<file path="src/rtl/serdiv_rv.sv">
// Sequential radix-2 restoring divider (1 or 2 quotient bits/cycle) with RV64 word ops.
// Define SERDIV_FASTPATH_EN to resolve divide-by-zero and signed overflow straight from IDLE.
module serdiv_rv #(
    parameter int unsigned WIDTH         = 64,
    parameter int unsigned STEP          = 1,
    parameter int unsigned TRANS_ID_BITS = 4
) (
    input  logic                     clk_i,
    input  logic                     rst_ni,
    input  logic [TRANS_ID_BITS-1:0] id_i,
    input  logic [WIDTH-1:0]         op_a_i,
    input  logic [WIDTH-1:0]         op_b_i,
    input  logic [1:0]               opcode_i,
    input  logic                     word_i,
    input  logic                     in_vld_i,
    output logic                     in_rdy_o,
    input  logic                     flush_i,
    output logic                     out_vld_o,
    input  logic                     out_rdy_i,
    output logic [TRANS_ID_BITS-1:0] id_o,
    output logic [WIDTH-1:0]         res_o
);

`ifdef SERDIV_FASTPATH_EN
    localparam bit FAST_EN = 1'b1;
`else
    localparam bit FAST_EN = 1'b0;
`endif

    localparam int unsigned CW = $clog2(WIDTH) + 1;

    typedef enum logic [1:0] {IDLE, DIVIDE, FINISH, DONE} state_t;

    typedef struct packed {
        logic [WIDTH-1:0] r;
        logic [WIDTH-1:0] d;
        logic [WIDTH-1:0] q;
    } dv_t;

    function automatic logic [WIDTH-1:0] ext32(input logic [WIDTH-1:0] v, input logic s);
        logic [WIDTH-1:0] r;
        r = v;
        for (int unsigned i = 32; i < WIDTH; i++) r[i] = s & v[31];
        return r;
    endfunction

    function automatic logic [CW-1:0] lzc(input logic [WIDTH-1:0] v);
        logic [CW-1:0] n;
        logic          found;
        n     = '0;
        found = 1'b0;
        for (int unsigned i = 0; i < WIDTH; i++) begin
            if (!found) begin
                if (v[WIDTH-1-i]) found = 1'b1;
                else              n = n + 1'b1;
            end
        end
        return n;
    endfunction

    function automatic dv_t rstep(input dv_t s);
        dv_t n;
        n = s;
        if (s.r >= s.d) begin
            n.r = s.r - s.d;
            n.q = {s.q[WIDTH-2:0], 1'b1};
        end else begin
            n.q = {s.q[WIDTH-2:0], 1'b0};
        end
        n.d = s.d >> 1;
        return n;
    endfunction

    // Divide-by-zero forces an all-ones quotient regardless of operand signs.
    function automatic logic [WIDTH-1:0] finish_res(
        input logic [WIDTH-1:0] q, input logic [WIDTH-1:0] r,
        input logic neg, input logic sa, input logic dz, input logic rem, input logic w);
        logic [WIDTH-1:0] qf, rf, res;
        qf  = dz ? '1 : (neg ? '0 - q : q);
        rf  = sa ? '0 - r : r;
        res = rem ? rf : qf;
        if (w) res = ext32(res, 1'b1);
        return res;
    endfunction

    state_t                   state_q, state_n;
    dv_t                      dv_q, dv_n;
    logic [CW-1:0]            cnt_q, cnt_n;
    logic                     half_q, half_n;
    logic                     sign_a_q, sign_a_n;
    logic                     neg_q, neg_n;
    logic                     dz_q, dz_n;
    logic                     word_q, word_n;
    logic                     rem_q, rem_n;
    logic [TRANS_ID_BITS-1:0] id_q, id_n;
    logic [WIDTH-1:0]         res_q, res_n;

    logic                     word_eff, sg, sa, sb, bz, ovf;
    logic [WIDTH-1:0]         a_ext, b_ext, abs_a, abs_b, min_ext;
    logic [CW-1:0]            shift, bits, ncyc;

    assign in_rdy_o  = (state_q == IDLE) && !flush_i;
    assign out_vld_o = (state_q == DONE);
    assign id_o      = id_q;
    assign res_o     = res_q;

    always_comb begin
        word_eff = word_i && (WIDTH == 64);
        sg       = opcode_i[0];
        a_ext    = word_eff ? ext32(op_a_i, sg) : op_a_i;
        b_ext    = word_eff ? ext32(op_b_i, sg) : op_b_i;
        sa       = sg & a_ext[WIDTH-1];
        sb       = sg & b_ext[WIDTH-1];
        abs_a    = sa ? '0 - a_ext : a_ext;
        abs_b    = sb ? '0 - b_ext : b_ext;
        bz       = (b_ext == '0);
        min_ext  = '0;
        if (word_eff) begin
            min_ext[31] = 1'b1;
            min_ext     = ext32(min_ext, 1'b1);
        end else begin
            min_ext[WIDTH-1] = 1'b1;
        end
        ovf = sg && (a_ext == min_ext) && (b_ext == '1);
        // Divisor zero runs a full EW-bit pass with no alignment shift.
        if (bz) begin
            shift = '0;
            bits  = word_eff ? CW'(32) : CW'(WIDTH);
        end else begin
            shift = lzc(abs_b) - lzc(abs_a);
            bits  = shift + 1'b1;
        end
        ncyc = (STEP == 2) ? CW'((bits + 1'b1) >> 1) : bits;
    end

    always_comb begin
        state_n  = state_q;
        dv_n     = dv_q;
        cnt_n    = cnt_q;
        half_n   = half_q;
        sign_a_n = sign_a_q;
        neg_n    = neg_q;
        dz_n     = dz_q;
        word_n   = word_q;
        rem_n    = rem_q;
        id_n     = id_q;
        res_n    = res_q;
        case (state_q)
            IDLE: begin
                if (in_vld_i && in_rdy_o) begin
                    id_n     = id_i;
                    sign_a_n = sa;
                    neg_n    = sg & (sa ^ sb);
                    dz_n     = bz;
                    word_n   = word_eff;
                    rem_n    = opcode_i[1];
                    dv_n.r   = abs_a;
                    dv_n.d   = abs_b << shift;
                    dv_n.q   = '0;
                    cnt_n    = ncyc;
                    half_n   = (STEP == 2) && bits[0];
                    if (FAST_EN && (bz || ovf)) begin
                        res_n   = finish_res(abs_a, bz ? abs_a : '0, sg & (sa ^ sb), sa, bz,
                                             opcode_i[1], word_eff);
                        state_n = DONE;
                    end else if (!bz && (abs_b > abs_a)) begin
                        state_n = FINISH;
                    end else begin
                        state_n = DIVIDE;
                    end
                end
            end
            DIVIDE: begin
                dv_n = rstep(dv_q);
                if ((STEP == 2) && !half_q) dv_n = rstep(dv_n);
                half_n = 1'b0;
                cnt_n  = cnt_q - 1'b1;
                if (cnt_q == CW'(1)) state_n = FINISH;
            end
            FINISH: begin
                res_n   = finish_res(dv_q.q, dv_q.r, neg_q, sign_a_q, dz_q, rem_q, word_q);
                state_n = DONE;
            end
            DONE: begin
                if (out_rdy_i) state_n = IDLE;
            end
            default: state_n = IDLE;
        endcase
        if (flush_i) state_n = IDLE;
    end

    always_ff @(posedge clk_i) begin
        if (!rst_ni) begin
            state_q  <= IDLE;
            dv_q     <= '0;
            cnt_q    <= '0;
            half_q   <= 1'b0;
            sign_a_q <= 1'b0;
            neg_q    <= 1'b0;
            dz_q     <= 1'b0;
            word_q   <= 1'b0;
            rem_q    <= 1'b0;
            id_q     <= '0;
            res_q    <= '0;
        end else begin
            state_q  <= state_n;
            dv_q     <= dv_n;
            cnt_q    <= cnt_n;
            half_q   <= half_n;
            sign_a_q <= sign_a_n;
            neg_q    <= neg_n;
            dz_q     <= dz_n;
            word_q   <= word_n;
            rem_q    <= rem_n;
            id_q     <= id_n;
            res_q    <= res_n;
        end
    end

endmodule
</file>
<file path="config.mk">
export PLATFORM = sky130hd
export DESIGN_NAME = serdiv_rv
export DESIGN_NICKNAME = d
export VERILOG_FILES = /design/src/rtl/serdiv_rv.sv
export SDC_FILE = /design/constraint.sdc
export NUM_CORES = 2
export LEC_CHECK = 0
export ABC_AREA = 0
export BUFFER_PORTS_ARGS = -buffer_cell sky130_fd_sc_hd__buf_4
export CAP_MARGIN = 20
export CORE_AREA = 2 2 278 280
export CTS_CLUSTER_DIAMETER = 50
export CTS_CLUSTER_SIZE = 16
export DETAILED_ROUTE_END_ITERATION = 12
export DIE_AREA = 0 0 280 282
export GPL_ROUTABILITY_DRIVEN = 0
export HOLD_SLACK_MARGIN = 0.03
export PLACE_DENSITY = 0.82
export SETUP_SLACK_MARGIN = 0.4
export SLEW_MARGIN = 20
export SYNTH_ARGS = -nofsm -noshare
export SYNTH_HDL_FRONTEND = slang
export SYNTH_SLANG_ARGS = --single-unit
export TNS_END_PERCENT = 100
</file>
<file path="constraint.sdc">
create_clock -name clk_i -period 71.1 [get_ports clk_i]
set_input_delay 10.665 -clock clk_i [delete_from_list [all_inputs] [get_ports clk_i]]
set_output_delay 10.665 -clock clk_i [all_outputs]
set_load 0.01 [all_outputs]
</file>
==> run_summary.xml <==
<?xml version="1.0" encoding="UTF-8"?>
<metrics>
  <group name="run_status">
    <metric name="run_status" unit="">finished clean</metric>
  </group>
  <group name="logic_synthesis">
    <metric name="syn-cell-area" unit="mm2">0.0446</metric>
    <metric name="synth_top_area_cell" unit="">sky130_fd_sc_hd__dfxtp_1</metric>
    <metric name="ys_top_cells_by_area" unit="">sky130_fd_sc_hd__dfxtp_1, sky130_fd_sc_hd__ha_1, sky130_fd_sc_hd__xor2_1, sky130_fd_sc_hd__nor2_1, sky130_fd_sc_hd__a21oi_1</metric>
    <metric name="fraction_of_registers_with_async_set_reset" unit="%">0</metric>
    <metric name="yosysTopAreaCellShare" unit="%">12.3</metric>
    <metric name="synth_fp_nets" unit="">6824</metric>
    <metric name="synth.avg_cell_area" unit="um2">6.95</metric>
    <metric name="postSynthCellCount" unit="">6414</metric>
    <metric name="yosysWarningCount" unit="">0</metric>
    <metric name="synth-seq-area-share" unit="%">12.3</metric>
    <metric name="synth.most_common_cell" unit="">sky130_fd_sc_hd__nor2_1</metric>
    <metric name="synth.cells.most_frequent" unit="">sky130_fd_sc_hd__nor2_1, sky130_fd_sc_hd__nand2_1, sky130_fd_sc_hd__a21oi_1</metric>
    <metric name="synth_unique_cells" unit="">116</metric>
    <metric name="number_of_synthesized_flops_with_an_enable_pin" unit="">0</metric>
    <metric name="synth_ff_type" unit="">sky130_fd_sc_hd__dfxtp_1</metric>
    <metric name="synth_seq_cells" unit="">274</metric>
  </group>
  <group name="timing">
    <metric name="timing.final.ws_setup" unit="ns">10.82</metric>
    <metric name="rsz0062_at_grt" unit="">no</metric>
    <metric name="setup_total_negative_slack" unit="ns">0</metric>
    <metric name="slew-limit-headroom" unit="%">23.9</metric>
    <metric name="timing_max_transition_violations_final" unit="">0</metric>
    <metric name="finalSetupViolCount" unit="">0</metric>
    <metric name="pin_slew_with_the_least_headroom_to_its_limit" unit="ns">1.14</metric>
    <metric name="skew" unit="ns">0.00974</metric>
    <metric name="post_route_hold_slack" unit="ns">0.452</metric>
    <metric name="finalCriticalPeriod" unit="ns">60.28</metric>
    <metric name="number_of_hold_slack_violations_in_the_final_timing_report" unit="">0</metric>
    <metric name="maxClockFrequency" unit="MHz">16.6</metric>
    <metric name="final_min_period_over_clock_period" unit="%">84.8</metric>
  </group>
  <group name="floorplan">
    <metric name="fp.dieW" unit="um">280</metric>
    <metric name="dieArea" unit="mm2">0.0790</metric>
    <metric name="start_util" unit="%">58.9</metric>
    <metric name="boundary_pin_count" unit="">210</metric>
    <metric name="num_rows" unit="">101</metric>
    <metric name="die_height" unit="um">282</metric>
    <metric name="core_area" unit="mm2">0.0757</metric>
  </group>
  <group name="detailed_routing">
    <metric name="drc_errors" unit="">0</metric>
    <metric name="drt-pass1-iter-count" unit="">8</metric>
    <metric name="vias_per_cell" unit="">6.80</metric>
    <metric name="detail_route.wirelength" unit="mm">154</metric>
    <metric name="antenna_left" unit="">0</metric>
    <metric name="wl_per_cell" unit="um">20.9</metric>
    <metric name="vias" unit="">50100</metric>
    <metric name="first_iteration_detailed_routing_drc_count" unit="">6435</metric>
  </group>
  <group name="setup_path">
    <metric name="endpoint" unit="">dv_q[78]</metric>
    <metric name="critPathMaxFanout" unit="">73</metric>
    <metric name="critPathLaunch" unit="">word_i</metric>
    <metric name="setup.worst_path.end_class" unit="">flop</metric>
    <metric name="cp.arrival" unit="ns">60.71</metric>
    <metric name="worstReg2RegEnd" unit="">dv_q[145]</metric>
    <metric name="critical_path.most_common_cell" unit="">sky130_fd_sc_hd__ha_1</metric>
    <metric name="worst-r2r-cell-count" unit="">40</metric>
    <metric name="critical_path.slowest_cell" unit="">sky130_fd_sc_hd__a211oi_1</metric>
    <metric name="timing.reg2reg.setup_slack" unit="ns">62.04</metric>
    <metric name="worst_setup_path_start_kind" unit="">input port</metric>
    <metric name="timing.critical_path.required" unit="ns">71.53</metric>
    <metric name="worst_path_largest_cell_delay" unit="ns">0.85</metric>
    <metric name="path_class" unit="">in2reg</metric>
    <metric name="launching_point_of_the_worst_reg2reg_path" unit="">dv_q[128]</metric>
  </group>
  <group name="placement">
    <metric name="post-dp-hpwl" unit="mm">121</metric>
    <metric name="pre_cts_ws" unit="ns">11.33</metric>
    <metric name="io_buffer_count" unit="">209</metric>
    <metric name="place.detailed.instances" unit="">7347</metric>
  </group>
  <group name="clocking">
    <metric name="cts_sinks" unit="">274</metric>
    <metric name="worstSkewPairLatency" unit="ns">0.53</metric>
    <metric name="cts.htree.levels" unit="">1</metric>
    <metric name="cts_buffers" unit="">22</metric>
    <metric name="clockBufferDepth" unit="">3</metric>
    <metric name="clock-root-buffer" unit="">sky130_fd_sc_hd__clkbuf_16</metric>
    <metric name="clk_transition_reported_paths" unit="ns">0.08</metric>
    <metric name="tritoncts" unit="">built</metric>
    <metric name="cts.repair.resized" unit="">0</metric>
    <metric name="ctsHoldBuffers" unit="">0</metric>
    <metric name="post_cts.repair.setup_buffers" unit="">0</metric>
  </group>
  <group name="finish">
    <metric name="final_cells" unit="">7376</metric>
    <metric name="final_util" unit="%">62.6</metric>
    <metric name="filler_cell_count" unit="">6878</metric>
    <metric name="final_net_count" unit="">6804</metric>
    <metric name="syn_to_final_growth" unit="%">6.25</metric>
    <metric name="fraction_of_final_layout_cells_sized_beyond_drive_strength_1" unit="%">8.52</metric>
  </group>
  <group name="grt">
    <metric name="global_route_wire_length_before_repair" unit="mm">239</metric>
    <metric name="number_of_global_route_vias_before_repair" unit="">44600</metric>
    <metric name="number_of_antenna_violations_at_the_first_check_in_global_routing" unit="">3</metric>
    <metric name="maximum_number_of_pins_on_one_net_before_global_route_repair" unit="">121</metric>
    <metric name="grt_use_total" unit="%">36.9</metric>
    <metric name="overflow" unit="">0</metric>
  </group>
  <group name="worst_hold_path">
    <metric name="worstHoldPathType" unit="">reg2reg</metric>
  </group>
  <group name="job">
    <metric name="max-cap-violations" unit="">0</metric>
  </group>
  <group name="pwr">
    <metric name="vdd_ir_drop_max" unit="mV">0.0283</metric>
    <metric name="total_leakage_power" unit="nW">18.9</metric>
    <metric name="p_per_cell_area" unit="mW/mm2">23.2</metric>
  </group>
</metrics>
-- how the worst min path moves through the flow --
| stage | slack, ns | cells after the start | startpoint | end |
|---|---|---|---|---|
| after floorplan | 0.44 | 2 | cnt_q[4] | cnt_q[4] |
| after global placement | 0.44 | 2 | id_o[2] | id_o[2] |
| after detailed placement | 0.45 | 2 | id_o[3] | id_o[3] |
| after CTS | 0.46 | 2 | id_o[3] | id_o[3] |
| after global routing | 0.48 | 2 | id_o[3] | id_o[3] |
| final | 0.45 | 2 | id_o[3] | id_o[3] |
-- final cells by class --
class	count	area, um2	area share (%)
clock inverter	4	41.3	0.0871
multi-input combinational	5507	36800	77.7
timing repair buffer	272	2040	4.30
inverter	317	1190	2.52
clock buffer	23	576	1.21
sequential	274	5490	11.6
tap	978	1220	2.58
antenna	1	2.50	0.00528
-- sequential cells by signal (all words and copies together) (netlist names), 2 cells and up --
signal and flops:
res_o 64, cnt_q 7, state_q 2, dv_q 192, id_o 4
-- critical path, delay by kind of cell --
kind            cells  cell delay, ns
simple gates       56            6.32
xor+xnor           17            3.71
compound gates     52           12.61
mux                34            6.42
fa+ha+maj          62           18.70
buf+inv            16            2.31
-- layer usage --
metal / part of all wire (%) / vias up / track usage (%) / wire, um
li1: - / 23400 / - / -
met5: 0.016 / - / 0 / 25
met4: 5.7 / 4 / 17.8 / 8790
met1: 39 / 23100 / 48.9 / 60700
met2: 43 / 3089 / 57.8 / 65600
met3: 12 / 557 / 6.46 / 18700
-- cells by family after synthesis --
logic type               synth area share [%]
AND/OR/NAND/NOR                          26.6
multiplexers                             5.51
flip-flops                               12.3
buffers and inverters                    5.41
XOR/XNOR                                 14.9
adder cells (fa/ha/maj)                  7.93
AO/OA/AOI/OAI                            27.3
-- placed cells by master, fill, tap and decap left out, types with 88 or more instances in the layout --
cell type,n
sky130_fd_sc_hd__o211ai_1,88
sky130_fd_sc_hd__ha_1,267
sky130_fd_sc_hd__a22oi_1,103
sky130_fd_sc_hd__inv_1,309
sky130_fd_sc_hd__nand3_1,196
sky130_fd_sc_hd__nor2_1,722
sky130_fd_sc_hd__nor3_1,176
sky130_fd_sc_hd__xor2_1,313
sky130_fd_sc_hd__buf_4,271
sky130_fd_sc_hd__dfxtp_1,271
sky130_fd_sc_hd__a211oi_1,100
sky130_fd_sc_hd__nand2_1,638
sky130_fd_sc_hd__mux2i_1,188
sky130_fd_sc_hd__o21ai_0,437
sky130_fd_sc_hd__xnor2_1,265
sky130_fd_sc_hd__a21oi_1,502
-- stage by stage --
step                      power, mW  instance area, um2
after floorplan               0.740               44600
after global placement        0.933               46700
after detailed placement      0.947               46700
after CTS                      1.07               47400
after global routing           1.16               47400
final                          1.10               47400
-- power breakdown --
group | internal, mW | switching (mW)
combinational | 0.280 | 0.522
sequential | 0.167 | 0.0150
clock | 0.0582 | 0.0578
Power figures use the tool's default switching activity.
